<file path="src/rtl/cirno9_sram_hs_ctrl.sv">
// Handshake controller between the cirno9 load/store/fetch port and the sram32 array.
// One request at a time: latch, optional wait states, one-cycle SRAM access, registered completion.
module cirno9_sram_hs_ctrl #(
    parameter int AW       = 10,
    parameter int WAIT_CYC = 0
) (
    input  logic        clk,
    input  logic        rst,
    input  logic        i_ren,
    input  logic [3:0]  i_wen,
    input  logic [31:0] i_adr,
    input  logic [31:0] i_wdat,
    output logic        o_rdy,
    output logic [31:0] o_rdat,
    output logic        o_err,
    output logic        o_busy,
    output logic        o_mem_en,
    output logic [3:0]  o_mem_we,
    output logic [31:0] o_mem_adr,
    output logic [31:0] o_mem_din,
    input  logic [31:0] i_mem_dout
);

    typedef enum logic [2:0] {
        S_IDLE,
        S_WAIT,
        S_ACCESS,
        S_CAPT,
        S_DONE
    } state_t;

    localparam logic [3:0] WAIT_LOAD = (WAIT_CYC > 0) ? 4'(WAIT_CYC - 1) : 4'd0;

    state_t      r_state;
    logic [3:0]  r_wcnt;
    logic        r_is_wr;
    logic        r_oor;
    logic [3:0]  r_wen;
    logic [31:0] r_adr;
    logic [31:0] r_wdat;
    logic [31:0] r_rdat;
    logic        r_rdy;
    logic        r_err;
    logic        r_mem_en;
    logic [3:0]  r_mem_we;

    logic        w_req;
    logic        w_oor;

    assign w_req = i_ren | (|i_wen);
    assign w_oor = |i_adr[31:AW+2];

    // NOTE: every register is assigned with <= so all updates in this block see pre-edge values.
    always_ff @(posedge clk) begin
        if (rst) begin
            r_state  <= S_IDLE;
            r_wcnt   <= 4'd0;
            r_is_wr  <= 1'b0;
            r_oor    <= 1'b0;
            r_wen    <= 4'd0;
            r_adr    <= 32'd0;
            r_wdat   <= 32'd0;
            r_rdat   <= 32'd0;
            r_rdy    <= 1'b0;
            r_err    <= 1'b0;
            r_mem_en <= 1'b0;
            r_mem_we <= 4'd0;
        end else begin
            case (r_state)
                S_IDLE: begin
                    if (w_req) begin
                        r_adr   <= i_adr;
                        r_wdat  <= i_wdat;
                        r_wen   <= i_wen;
                        r_is_wr <= |i_wen;
                        r_oor   <= w_oor;
                        if (WAIT_CYC > 0) begin
                            r_state <= S_WAIT;
                            r_wcnt  <= WAIT_LOAD;
                        end else begin
                            // Strobes are registered on entry so they coincide with ACCESS.
                            r_state  <= S_ACCESS;
                            r_mem_en <= ~w_oor;
                            r_mem_we <= w_oor ? 4'd0 : i_wen;
                        end
                    end
                end
                S_WAIT: begin
                    if (r_wcnt == 4'd0) begin
                        r_state  <= S_ACCESS;
                        r_mem_en <= ~r_oor;
                        r_mem_we <= r_oor ? 4'd0 : r_wen;
                    end else begin
                        r_wcnt <= r_wcnt - 4'd1;
                    end
                end
                S_ACCESS: begin
                    r_mem_en <= 1'b0;
                    r_mem_we <= 4'd0;
                    if (r_is_wr) begin
                        r_state <= S_DONE;
                        r_rdy   <= 1'b1;
                        r_err   <= r_oor;
                    end else begin
                        r_state <= S_CAPT;
                    end
                end
                S_CAPT: begin
                    r_rdat  <= r_oor ? 32'd0 : i_mem_dout;
                    r_state <= S_DONE;
                    r_rdy   <= 1'b1;
                    r_err   <= r_oor;
                end
                S_DONE: begin
                    r_rdy   <= 1'b0;
                    r_err   <= 1'b0;
                    r_state <= S_IDLE;
                end
                default: begin
                    r_state <= S_IDLE;
                end
            endcase
        end
    end

    // Reset also masks the strobes at its own edge so an aborted ACCESS never commits to the array.
    assign o_mem_en  = r_mem_en & ~rst;
    assign o_mem_we  = r_mem_we & {4{~rst}};
    assign o_mem_adr = r_adr;
    assign o_mem_din = r_wdat;
    assign o_rdy     = r_rdy;
    assign o_rdat    = r_rdat;
    assign o_err     = r_err;
    assign o_busy    = (r_state != S_IDLE);

endmodule

</file>
<file path="config.mk">
export PLATFORM = sky130hd
export DESIGN_NAME = cirno9_sram_hs_ctrl
export DESIGN_NICKNAME = d
export VERILOG_FILES = /design/src/rtl/cirno9_sram_hs_ctrl.sv
export SDC_FILE = /design/constraint.sdc
export NUM_CORES = 1
export LEC_CHECK = 0
export ABC_CLOCK_PERIOD_IN_PS = 2700
export CORE_AREA = 4 4 110 112
export CTS_CLUSTER_SIZE = 24
export DETAILED_ROUTE_END_ITERATION = 8
export DIE_AREA = 0 0 114 116
export PLACE_DENSITY_LB_ADDON = 0.15
export SLEW_MARGIN = 20
export SYNTH_ARGS = -nofsm -noshare
export SYNTH_HDL_FRONTEND = slang
export SYNTH_SLANG_ARGS = --single-unit
</file>
<file path="constraint.sdc">
create_clock -name clk -period 2.7 [get_ports clk]
set_input_delay 0.81 -clock clk [delete_from_list [all_inputs] [get_ports clk]]
set_output_delay 0.81 -clock clk [all_outputs]
set_load 0.005 [all_outputs]
</file>
# [Word level (Yosys, flattened, before mapping)]
# Index checks and enable logic that the tools add are counted.
[totals] reg_bits=116 inputBits=103 output_inout_bits=104 wordCells=56
[op_classes] add_sub_neg=1 eq_ne=7 mux=17 n_bitwise=7 reduce_logical=12
[op_table] op="$mux W32" n=1
[op_table] op="$reduce_or A20 Y1" n=1
[op_table] op="$mux W4" n=4
[op_table] op="$pmux W3 S4" n=1
[op_table] op="$pmux W4 S3" n=1
[op_table] op="$mux W3" n=3
[op_table] op="$pmux W1 S3" n=3
[op_table] op="$reduce_bool A3 Y1" n=3
[op_table] op="$reduce_and A2 Y1" n=4
[op_table] op="$eq A3 B2 Y1 const B" n=2
[op_table] op="$ne A2 B2 Y1 const B" n=3
[op_table] op="$and A4 B4 Y4" n=1
[op_table] op="$logic_not A4 Y1" n=1
[op_table] op="$mux W1" n=4
[op_table] op="$not A1 Y1" n=4
[op_table] op="$reduce_or A4 Y1" n=1
[op_table] op="$sub A4 B1 Y4 const B" n=1
[op_table] op="$eq A3 B1 Y1 const B" n=1
[op_table] op="$eq A3 B3 Y1 const B" n=1
[op_table] op="$logic_not A3 Y1" n=1
[op_table] op="$reduce_and A3 Y1" n=1
[op_table] op="$and A1 B1 Y1" n=1
[op_table] op="$or A1 B1 Y1" n=1

# [Longest topological paths before layout]
# Gate-level depths: netlist of run 1.
[depth] depth_word=4 mapped_depth=7

# [Worst setup path after synthesis of run 1]
# Ideal clock, no wire load.
[synth_path] kind="input to output" from="in rst" to="out o_mem_en" t_arrival_ns=1.417 path_slack_ns=0.473 stages=3 cell_sequence="clkbuf_1 > clkbuf_1 > nor2_1"
[synth_between] elab_chain_cells=2
[synth_lines] item="start, declared" line="8" source="input logic rst,"
[synth_lines] item="$not A1 Y1" line="127" source="assign o_mem_en = r_mem_en & ~rst;"
[synth_lines] item="$and A1 B1 Y1" line="127"
[synth_lines] item="end, declared" line="17" source="output logic o_mem_en,"
# No other way between the ends.

# [Final worst setup path of run 1]
[layout_path] from="reg r_state[1]" to="out o_busy"
[layout_between] elab_chain_cells=1
[layout_lines] item="start, declared" line="34" source="state_t r_state;"
[layout_lines] item="start signal, assigned" line="56" source="r_state <= S_IDLE;"
[layout_lines] item="start signal, assigned" line="78" source="r_state <= S_WAIT;"
[layout_lines] item="start signal, assigned" line="82" source="r_state <= S_ACCESS;"
[layout_lines] item="$reduce_bool A3 Y1" line="134" source="assign o_busy = (r_state != S_IDLE);"
[layout_lines] item="end, declared" line="16" source="output logic o_busy,"
# No other way between the ends.

==> results of run 1 <==
## tightest hold or removal path: stages (launching register included)
cell and delay, ns:
sky130_fd_sc_hd__dfxtp_1 0.30, sky130_fd_sc_hd__nand2_1 0.05, sky130_fd_sc_hd__a21oi_1 0.05
## synthesized netlist by cell type, types with 4 or more instances
master,count
sky130_fd_sc_hd__nand2_1,139
sky130_fd_sc_hd__dfxtp_1,116
sky130_fd_sc_hd__a21oi_1,100
sky130_fd_sc_hd__nor2_1,54
sky130_fd_sc_hd__nor3b_1,32
sky130_fd_sc_hd__clkbuf_1,24
sky130_fd_sc_hd__inv_1,14
sky130_fd_sc_hd__buf_2,13
sky130_fd_sc_hd__nor3_1,6
sky130_fd_sc_hd__a221oi_1,5
sky130_fd_sc_hd__buf_1,4
sky130_fd_sc_hd__nand3_1,4
sky130_fd_sc_hd__nor4_1,4
## worst max path at each step
stage / depth (start not counted) / slack [ns] / to
after floorplan: 3 / 0.47 / o_mem_en
after global placement: 5 / -0.01 / r_mem_we[0]
after detailed placement: 5 / -0.1 / r_mem_we[0]
after CTS: 3 / 0.19 / o_busy
after global routing: 3 / 0.13 / o_busy
final: 3 / 0.21 / o_busy
## cell type report
class	instances	area share [%]
well taps	143	2.46
clock inverters	10	1.79
inverters	14	0.724
clock buffers	22	6.39
flip-flops and latches	116	32.0
multi-input cells	380	26.0
repair buffers	221	30.6
## metal layers
metal / track usage (%) / vias to the layer above
met5: 0 / -
met4: 6.89 / 0
met3: 9.19 / 16
met2: 31.0 / 163
met1: 22.2 / 2034
li1: - / 2238
## metrics by stage
stage	cell area (um^2)	setup TNS, ns	instances	utilization, %
after detailed placement	6670	-3.10	874	59.4
after global placement	6670	-0.0584	874	59.4
after global routing	7260	0	906	64.7
after floorplan	4470	0	554	-
after CTS	7260	0	906	64.7
final	7260	0	906	64.7
## registers in the layout (all words and copies together) (netlist names)
signal	cells
r_wcnt	4
o_mem_adr	32
r_state	3
o_err	1
o_mem_din	32
r_mem_we	4
r_mem_en	1
o_rdat	32
r_is_wr	1
r_wen	4
r_oor	1
o_rdy	1
## cell families after synthesis
family / synth area share (%)
AOI/OAI and AO/OA: 14.8
buffers and inverters: 5.74
adders and majority gates: 0.280
DFF: 52.0
xor gates and xnor gates: 0.784
and+or+nand+nor: 26.4
## report_power, final
part / total (mW) / internal (mW) / switching [mW] / leakage (nW)
Clock: 2.23 / 1.49 / 0.741 / 0.290
Sequential: 1.95 / 1.86 / 0.0832 / 0.950
Combinational: 0.991 / 0.542 / 0.449 / 1.44
==> results by stage, run 1 <==
Power and ir drop:
- The total power is slightly above 5 mW.
- Dividing total power by cell area gives a power density of just over 700 nW/um^2.
- The worst-case IR drop observed on VDD is slightly below 0.0004 V.
- Summed over all cells, the static leakage comes to 2.68 nW.

Clocking:
- The CTS tree is yes.
- Clock tree synthesis found a total of 116 sinks.
- Clock-pin slew was measured on the worst setup and hold paths at 0.05 ns.
- The number of gates resized after CTS is 0.
- The clock reaches the later pin of the worst-skew pair after approximately 0.4 ns.
- The count of hold-fix buffers inserted at cts is 0.
- In this run the deepest clock path goes through 2 buffers.
- The buffer count from post-CTS setup fixing is 0.
- The cell at the root of the clock tree is sky130_fd_sc_hd__clkbuf_16.
- The number of buffers created by CTS is 17.
- The H-tree was split into 4 levels.

Yosys:
- The register bit count reported by yosys is between 100 and 150.
- The sequential share of the synthesized area is 52.0%.
- The cell type contributing the most total cell area after synthesis is sky130_fd_sc_hd__dfxtp_1.
- The synthesized area divided by synthesized cell count is just over 8 um^2.
- The share of the synthesized area in the top cell type is approximately half.
- The share of synthesized flip-flops with an asynchronous set or reset is 0%.
- The number of different library cells in the post-synthesis netlist is 38.
- The number of warning messages in the yosys log is 0.
- The number of enable-type register cells in the synthesized netlist is 0.
- The most used flip-flop cell after synthesis is sky130_fd_sc_hd__dfxtp_1.
- Yosys attributes the largest share of cell area to sky130_fd_sc_hd__dfxtp_1 52%, sky130_fd_sc_hd__nand2_1 12%, sky130_fd_sc_hd__a21oi_1 11%, sky130_fd_sc_hd__nor3b_1 5.4%, sky130_fd_sc_hd__nor2_1 4.5%.
- The number of nets in the synthesized netlist is between 600 and 700.
- The gate count of the mapped netlist is 554.
- The mapped netlist covers about 4500 um^2.

Drt:
- After detailed routing, the number of vias per cell comes to between 4 and 5.
- The highest layer used for signal routing is met4.
- The detailed-route wire length per cell is ~14 um.
- For this run, the detailed router's first-pass iteration total came to 4.
- The routed length on met2 is approximately 6.0 mm.
- After detailed routing, the number of remaining DRC violations is 0.
- The antenna violation net count after detailed routing is 0.
- The first routing iteration left around 260 violations.
- The routed design has between 10 and 15 mm of wire.
- The via count is roughly 4500.
- Detailed routing placed a total of approximately 1.3 mm of wire on met3.
- The met1 wire length is ~5.4 mm.

STA:
- The final critical delay including setup and external delays is between 2 and 2.5 ns.
- The worst hold-check slack is about 0.45 ns.
- The max-slew violation count is 0.
- Setup violations remaining at the end of the flow were counted as 0.
- The final count of hold timing violations is 0.
- Across the routed clock network, the largest skew measured is about 0.011 ns.
- At the pin with the least slew margin, the transition time is roughly 1.1 ns.
- In this run the tightest slew margin relative to its limit is just under 30%.
- In the post-route analysis, the smallest setup slack over all paths is ~0.21 ns.
- Setup repair after global routing left no endpoint under its margin.
- The worst path uses about 92% of the clock period.
- Timing would allow up to 402 MHz.

Min path:
- The tightest min-delay check is of the flop to flop type.
- The startpoint identified for the worst hold timing path is o_mem_din[11].
- Along the worst hold path, the cell count comes to 2.
- For hold timing, the worst endpoint is o_mem_din[11].

Critical path:
- The critical path buffer and inverter count is 2.
- For this run, the slowest stage of the critical path takes 0.63 ns.
- The type of the worst setup path is flop to output pin.
- Along the worst path, the maximum fanout reaches 11.
- The reg2reg setup slack is 0.74 ns.
- On the critical path, the stage with the largest delay is an instance of sky130_fd_sc_hd__dfxtp_1.
- The critical path goes through nor3_4 > inv_1 > clkdlybuf4s50_1.
- The launching element of the worst setup path is r_state[1].
- The endpoint of the lowest-slack register-to-register path is r_mem_en.
- The required time at the endpoint of the critical path is about 1.9 ns.
- At the worst endpoint, the arrival time is ~1.7 ns.
- The capturing element type of the critical path is an output pin.
- Measured in cells, the most critical reg-to-reg path has a length of 6.
- In this run the critical register-to-register path is launched from r_wcnt[0].
- The family with the most delay on the worst path is flip-flops.
- The kind of launch point of the worst setup path is a flop.

Job:
- The number of violations of the max-capacitance limit is 0.

Status:
- The flow ran to the end, and the final reports show no timing, DRC or antenna violations.

Floorplan:
- From bottom edge to top edge, the die measures around 120 um.
- The count of standard-cell rows is 39.
- After floorplanning, the core was sized to cover around 11000 um^2.
- The total I/O pin count is a little over 200.
- The effective utilization at floorplan is between 30% and 40%.
- The area of the die is 13200 um^2.
- The die is between 100 and 150 um wide.

Layout:
- After the last flow step, the layout net total stands at 854.
- The top cell types in the final layout, fill and taps aside, are 205 x sky130_fd_sc_hd__clkdlybuf4s50_1, 139 x sky130_fd_sc_hd__nand2_1, 116 x sky130_fd_sc_hd__dfxtp_1, 100 x sky130_fd_sc_hd__a21oi_1, 54 x sky130_fd_sc_hd__nor2_1.
- The area occupied by multi-input gates is 1890 um^2.
- The most frequent standard cell in the layout excluding fill and tap cells is sky130_fd_sc_hd__clkdlybuf4s50_1.
- The number of inserted filler cells in the final layout is roughly 970.
- The area taken by flip-flops and latches is 2320 um^2.
- Relative to the synthesized area, the layout overhead comes to 62.5%.
- The count of inserted antenna diode cells is 0.
- Of the cells placed in the final design, the portion with a size suffix greater than 1 is slightly below 7%.

Placed design:
- The worst setup timing slack at the placement stage is -0.0954 ns.
- Routability-driven placement finished with a final weighted congestion of slightly below 0.8.
- Summed over all nets, the half-perimeter wirelength after detailed placement is roughly 9.1 mm.
- The count of port buffers added during placement is roughly 210.

Global route:
- The first-pass GRT wire length is between 20 and 25 mm.
- The via count of the first global-routing pass came to around 4200.
- The number of antenna violations at the first check in global routing is 0.
- Entering global routing, the biggest net connects 101 pins.
- Global routing consumed, over all layers together, a little under a fifth of the routing resources.
- The global route total overflow is 0.
Note: power is estimated with default switching activity, not from simulation.
==> run 2, diff against run 1 <==
--- a/config.mk
+++ b/config.mk
@@ -11,6 +11,7 @@
 export DETAILED_ROUTE_END_ITERATION = 8
 export DIE_AREA = 0 0 114 116
 export PLACE_DENSITY_LB_ADDON = 0.15
+export RECOVER_POWER = 50
 export SLEW_MARGIN = 20
 export SYNTH_ARGS = -nofsm -noshare
 export SYNTH_HDL_FRONTEND = slang
==> results by stage, run 2 (synthesized netlist as in run 1, its figures left out) <==
Critical path:
- The type of the worst setup path is flop to output pin.
- The peak fanout along the critical path is 11.
- The required time at the endpoint of the critical path is between 1.5 and 2 ns.
- The capturing element type of the critical path is an output pin.
- The data arrival time of the critical path is roughly 1.7 ns.
- The worst setup path is launched from a flop.

Placed design:
- The count of port buffers added during placement is approximately 200.
- In this run, placement finished with an instance count of 874.
- Before CTS, the worst setup slack after placement is -0.0954 ns.
- The area after detailed placement is between 6000 and 7000 um^2.
- The weighted congestion at the end of routability-driven global placement is a little under 0.8.
- The HPWL after detailed placement is between 9 and 10 mm.

Clocking:
- The number of gates resized after CTS is 0.
- Clock-pin slew was measured on the worst setup and hold paths at roughly 0.050 ns.
- The cell at the root of the clock tree is sky130_fd_sc_hd__clkbuf_16.
- The number of clock buffers added by TritonCTS is 17.
- The H-tree depth is 4.
- After clock tree synthesis, the flow added hold-fix buffers numbering 0.
- The clock passes through at most 2 buffers.
- TritonCTS built the clock tree.
- Counting every sink on the clock net gives between 100 and 150.
- At the later pin of the worst-skew pair, clock insertion delay measures about 0.4 ns.
- The buffer count from post-CTS setup fixing is 0.

STA:
- The achievable frequency is roughly 400 MHz.
- The final count of hold timing violations is 0.
- The share of the cycle needed by the critical path after routing is approximately nine tenths.
- Setup slack on the critical path of the routed design comes to roughly 0.22 ns.
- The smallest clock period supported by the final layout is computed as 2.48 ns.
- The worst hold-check slack is 0.448 ns.
- At the pin with the least slew margin, the transition time is 1.11 ns.
- The setup clock skew after layout is 0.0135 ns.
- Setup violations remaining at the end of the flow were counted as 0.
- The max-slew violation count came to 0.
- The max-slew headroom at the worst pin is 26.3%.
- Setup repair after global routing left no endpoint under its margin.

Drt:
- The number of remaining DRC errors is 0.
- The detailed-route wire length per cell is 14.2 um.
- The antenna violation net count after detailed routing is 0.
- The via count is 4424.
- The number of search-and-repair iterations in the first detailed-routing pass is 4.
- The total wire length is between 10 and 15 mm.
- In this run, the number of DRC markers left after iteration 0 of detailed routing was 258.
- The detailed-route vias per instance is slightly below 5.

Power and ir drop:
- Summed over all cells, the static leakage comes to a little under 3 nW.
- Dividing total power by cell area gives a power density of ~710 nW/um^2.
- The maximum VDD drop is 0.000390 V.

Floorplan:
- The area of the core region is between 10000 and 15000 um^2.
- The vertical die dimension is 116 um.
- The x dimension of the die is ~110 um.
- The floorplan has 39 rows.
- The total I/O pin count is 207.
- The area of the die is 13200 um^2.
- The initial utilization of the core area, before any placement, comes to between 30% and 40%.

Status:
- The run finished with clean final reports.

Global route:
- The number of antenna violations at the first check in global routing is 0.
- The maximum number of pins on one net before global-route repair is just over 100.
- The global routing usage summed across all routing layers is a little under a fifth.
- The first global-routing pass estimated 20.4 mm of wire.
- The via count of the first global-routing pass came to ~4200.
- Global routing finished with a remaining overflow of 0.

Layout:
- Relative to the synthesized area, the layout overhead comes to 62.4%.
- The top cell types in the final layout, fill and taps aside, are 139 x sky130_fd_sc_hd__nand2_1, 134 x sky130_fd_sc_hd__clkdlybuf4s50_1, 116 x sky130_fd_sc_hd__dfxtp_1, 100 x sky130_fd_sc_hd__a21oi_1, 71 x sky130_fd_sc_hd__dlygate4sd3_1.
- The final instance area is 7260 um^2.
- For this run, the post-layout net count is between 800 and 900.
- The layout has ~970 filler cells.
- The layout cell share with drive strength beyond 1 is a little under 7%.
- The count of inserted antenna diode cells is 0.
- The most frequent standard cell in the layout excluding fill and tap cells is sky130_fd_sc_hd__nand2_1.
- The final standard cell count with taps included and fillers excluded is approximately 910.

Min path:
- The type of the worst min-delay path is flop to flop.

Job:
- The number of violations of the max-capacitance limit is 0.
run 2: through the flow:
step                      total power [mW]  TNS (ns)  util, %
after floorplan                       2.42         0        -
after global placement                2.96   -0.0584     59.4
after detailed placement              2.98     -3.10     59.4
after CTS                             5.23         0     64.7
after global routing                  5.39         0     64.7
final                                 5.13         0     64.7
run 2: final timing paths:
| path | startpoint | end | slack, ns | cells past startpoint |
|---|---|---|---|---|
| setup / recovery | r_state[1] | o_busy | 0.22 | 3 |
| hold / removal | o_mem_din[11] | o_mem_din[11] | 0.45 | 2 |
| setup reg to reg | r_state[2] | o_rdat[11] | 0.59 | 5 |
| hold reg to reg | o_mem_din[11] | o_mem_din[11] | 0.45 | 2 |
run 2: critical path, stage by stage (launching register included):
cell	delay, ns
sky130_fd_sc_hd__dfxtp_1	0.63
sky130_fd_sc_hd__nor3_4	0.06
sky130_fd_sc_hd__inv_1	0.09
sky130_fd_sc_hd__clkdlybuf4s50_1	0.51
run 2: power by group:
group | internal, mW | switching (mW) | leakage [nW]
combinational | 0.510 | 0.448 | 1.65
clock | 1.49 | 0.740 | 0.290
sequential | 1.86 | 0.0794 | 0.950
total | 3.86 | 1.27 | 2.89
run 2: layer usage:
metal | routed length [um] | GRT usage, % | vias up
met2 | 6060 | 31.0 | 155
met1 | 5330 | 22.2 | 2019
met5 | 0 | 0 | -
met4 | 165 | 6.89 | 0
met3 | 1330 | 9.19 | 11
li1 | - | - | 2239
run 2: final cells by class:
cell class              instances  area (um^2)  area share [%]
flip-flops and latches        116         2320            32.0
repair buffers                221         2220            30.6
multi-input cells             380         1890            26.0
clock buffers                  22          464            6.40
well taps                     143          179            2.47
clock inverters                10          130            1.79
inverters                      14         52.6           0.724
==> run 3, diff against run 2 <==
--- a/config.mk
+++ b/config.mk
@@ -5,6 +5,7 @@
 export SDC_FILE = /design/constraint.sdc
 export NUM_CORES = 1
 export LEC_CHECK = 0
+export ABC_AREA = 1
 export ABC_CLOCK_PERIOD_IN_PS = 2700
 export CORE_AREA = 4 4 110 112
 export CTS_CLUSTER_SIZE = 24
==> results by stage, run 3 <==
Status:
- The run finished with clean final reports.

Drt:
- Before antenna repair, the detailed router went through 5 iterations.
- The number of DRC markers after the initial detailed-route iteration is around 210.
- After detailed routing, the average wire length per cell comes to 13.5 um.
- The final route contains 4450 vias.
- For this run, design rule violations remaining after detail routing come to 0.
- The total wire length is about 13 mm.
- The antenna violation net count after detailed routing is 0.
- Dividing the detail-routed via count by the number of cells gives 4.72.

Layout:
- The area overhead of the layout relative to synthesis is 61.4%.
- In the layout the commonest cells are 170 x sky130_fd_sc_hd__nor2_1, 142 x sky130_fd_sc_hd__clkdlybuf4s50_1, 116 x sky130_fd_sc_hd__dfxtp_1, 71 x sky130_fd_sc_hd__o21ai_0, 68 x sky130_fd_sc_hd__nand2_1.
- The number of inserted filler cells in the final layout is a little under 1000.
- The final standard cell count with taps included and fillers excluded is ~940.
- The most frequent standard cell in the layout excluding fill and tap cells is sky130_fd_sc_hd__nor2_1.
- The count of inserted antenna diode cells is 0.
- The area taken by flip-flops and latches is between 2000 and 2500 um^2.
- The layout cell share with drive strength beyond 1 is under 10%.
- The area occupied by multi-input gates is approximately 1800 um^2.
- The layout net count is just under 900.

Job:
- The number of violations of the max-capacitance limit is 0.

Floorplan:
- roughly 210 I/O pins were placed.
- The effective utilization at floorplan is between 30% and 40%.
- The die covers roughly 13000 um^2.
- In this run the vertical extent of the chip is approximately 120 um.
- In this run the horizontal extent of the chip is around 110 um.
- After floorplanning, the core was divided into 39 placement rows.
- The area of the core region is 11200 um^2.

Clocking:
- The clock transition at the register clock pins on the worst setup and hold paths after CTS is ~0.05 ns.
- TritonCTS built the clock tree.
- Buffers inserted to repair hold after CTS numbered 0.
- For the worst-skew pair, the clock arrives at the later sink with an insertion delay of 0.40 ns.
- The tree built by TritonCTS fans out to about 120 sinks.
- TritonCTS created 17 clock buffers.
- The H-tree depth is 4.
- Clock tree synthesis selected as its root buffer the cell sky130_fd_sc_hd__clkbuf_16.
- No sink is reached through more buffers than the 2 on the longest clock path.
- The buffer count from post-CTS setup fixing is 0.

Global route:
- After global routing, the most crowded layer is met2.
- The first-pass GRT wire length is 20.3 mm.
- Entering global routing, the biggest net connects between 70 and 80 pins.
- Global routing used between 10% and 20% of the available tracks.
- Global routing consumed, on the met3 layer, a little under a tenth of the routing resources.
- For this run, global-route usage on met1 was measured as 21.7%.
- Global routing used 31.3% of the available met2 tracks.
- The global route total overflow is 0.
- The via count of the first global-routing pass was approximately 4300.
- The number of antenna violations at the first check in global routing is 0.

Yosys:
- The register bit count reported by yosys is between 100 and 150.
- The share of cell area taken by muxes after synthesis is 0%.
- The number of warning messages in the yosys log is 0.
- After Yosys synthesis, XOR and XNOR cells account for 0% of the synthesized area.
- Of the total synthesized cell area, the portion taken by AND, OR, NAND and NOR gates is 26.6%.
- Counting instances in the post-synthesis netlist gives the leading cell types as 169 x sky130_fd_sc_hd__nor2_1, 116 x sky130_fd_sc_hd__dfxtp_1, 71 x sky130_fd_sc_hd__o21ai_0, 67 x sky130_fd_sc_hd__nand2_1, 46 x sky130_fd_sc_hd__a21oi_1.
- For this run, the register share of the synthesized area comes to a little over half.
- The adder-cell share of the synthesized area is less than 1%.
- The number of different library cells in the post-synthesis netlist is 26.
- Ranked by total cell area, the synthesized netlist is headed by sky130_fd_sc_hd__dfxtp_1 52%, sky130_fd_sc_hd__nor2_1 14%, sky130_fd_sc_hd__o21ai_0 8.0%, sky130_fd_sc_hd__nand2_1 5.7%, sky130_fd_sc_hd__a21oi_1 5.2%.
- The number of enable-type register cells in the synthesized netlist is 0.
- sky130_fd_sc_hd__dfxtp_1 takes more of the synthesized area than any other cell.
- The combined area of all synthesized cells is roughly 4400 um^2.
- The post-synthesis compound-gate area fraction is roughly 14%.
- The most frequently used cell type in the post-synthesis netlist is sky130_fd_sc_hd__nor2_1.
- The number of nets in the synthesized netlist is just under 700.
- After synthesis, the largest area contributor takes up a little over half of total cell area.
- A synthesized cell averages 7.56 um^2.
- The dominant combinational cell family by area after synthesis is simple AND/OR/NAND/NOR gates.
- The gate count of the mapped netlist is roughly 590.
- The most used flip-flop cell after synthesis is sky130_fd_sc_hd__dfxtp_1.
- The share of synthesized flip-flops with an asynchronous set or reset is 0%.

STA:
- At the pin with the least slew margin, the transition time is 1.28 ns.
- The achievable frequency is ~380 MHz.
- The final critical path takes up between 90 and 100% of the cycle.
- The max-slew headroom at the worst pin is between 10 and 15%.
- The final critical delay including setup and external delays is ~2.6 ns.
- On the final layout, the worst clock skew is about 0.0058 ns.
- The worst path meets setup with approximately 0.057 ns of slack.
- The max-slew violation count came to 0.
- Setup repair after global routing left no endpoint under its margin.
- Setup violations remaining at the end of the flow were counted as 0.
- Hold is met by 0.455 ns.
- The final count of hold timing violations came to 0.

Power and ir drop:
- Dividing total power by cell area gives a power density of ~750 nW/um^2.
- The total power is 5.41 mW.
- The leakage power figure is ~3 nW.
- VDD sags by at most about 0.00038 V.

Critical path:
- For the worst flop-to-flop path, the logic depth is 8.
- In this run the critical register-to-register path is captured at o_rdat[30].
- The data arrival time of the critical path is 1.83 ns.
- The kind of launch point of the worst setup path is an input port.
- In this design, the stage delay of the slowest critical-path cell is between 0.5 and 0.6 ns.
- Traced cell by cell, the critical path runs through clkdlybuf4s15_2 > buf_4 > nor2_1 > clkdlybuf4s50_1.
- The capturing element type of the critical path is an output pin.
- Tracing the worst setup path back leads to its startpoint at rst.
- The highest-delay cell along the critical path is sky130_fd_sc_hd__clkdlybuf4s50_1.
- The type of the worst setup path is input port to output pin.
- The worst register-to-register path begins at r_state[1].
- The worst register-to-register path has a setup slack of between 0.5 and 0.6 ns.
- The peak fanout along the critical path is 4.
- For the worst setup path, the data required time is roughly 1.9 ns.

Min path:
- The type of the worst min-delay path is flop to flop.
- The hold path startpoint is r_wen[3].
- The endpoint of the worst hold path is r_wen[3].
- The cell count of the worst hold path is 2.

Placed design:
- Port buffering added 206 buffers.
- The weighted congestion at the end of routability-driven global placement is 0.820.
- The number of cells after detailed placement is about 910.
- The detailed-placement wirelength estimate is 9.05 mm.
- The worst setup timing slack at the placement stage is -0.267 ns.
-- run 3: cell type report --
type	instances	area share [%]
clock buffers	22	6.47
clock inverters	10	2.48
inverters	26	1.43
multi-input cells	410	25.0
flip-flops and latches	116	32.4
well taps	143	2.49
repair buffers	216	29.8
-- run 3: logic make-up (layout without fill, tap and decap cells) --
| group | count (synthesis) | in the layout |
|---|---|---|
| adder cells (fa/ha/maj) | 1 | 1 |
| buffers and inverters | 62 | 274 |
| flip-flops | 116 | 116 |
| AND/OR/NAND/NOR | 288 | 288 |
| AO/OA/AOI/OAI | 121 | 121 |
-- run 3: report_power, final --
group,internal [mW],switching [mW],leakage (nW)
Sequential,1.90,0.0895,0.955
Combinational,0.514,0.483,1.74
Clock,1.68,0.742,0.314
-- run 3: through the flow --
stage               cell area [um^2]  util [%]  TNS, ns
finish                          7180      63.9        0
global placement                6560      58.4    -1.19
global route                    7180      63.9        0
CTS                             7200      64.1        0
detailed placement              6560      58.4    -1.17
floorplan                       4450         -        0
-- run 3: how the worst max path moves through the flow --
stage,to,cells past startpoint
floorplan,o_mem_we[0],3
global placement,o_mem_we[0],4
detailed placement,o_mem_we[0],4
CTS,o_mem_we[0],4
global route,o_mem_we[1],4
finish,o_mem_we[1],4
-- run 3: worst max-delay path: cells and delay by family --
kind / cells / cell delay, ns
AND/OR/NAND/NOR: 1 / 0.10
buffers and inverters: 3 / 0.92
-- run 3: metal layers --
layer	up-vias	part of all wire, %
met4	0	2.0
met5	-	0
met3	21	11
li1	2296	-
met1	1969	42
met2	164	46
-- run 3: timing repair --
| action | CTS | global route |
|---|---|---|
| pin swaps | 0 | 0 |
| hold endpoints to repair | 0 | 0 |
| endpoints found under the setup margin | 5 | 1 |
| resized for setup | 3 | 1 |
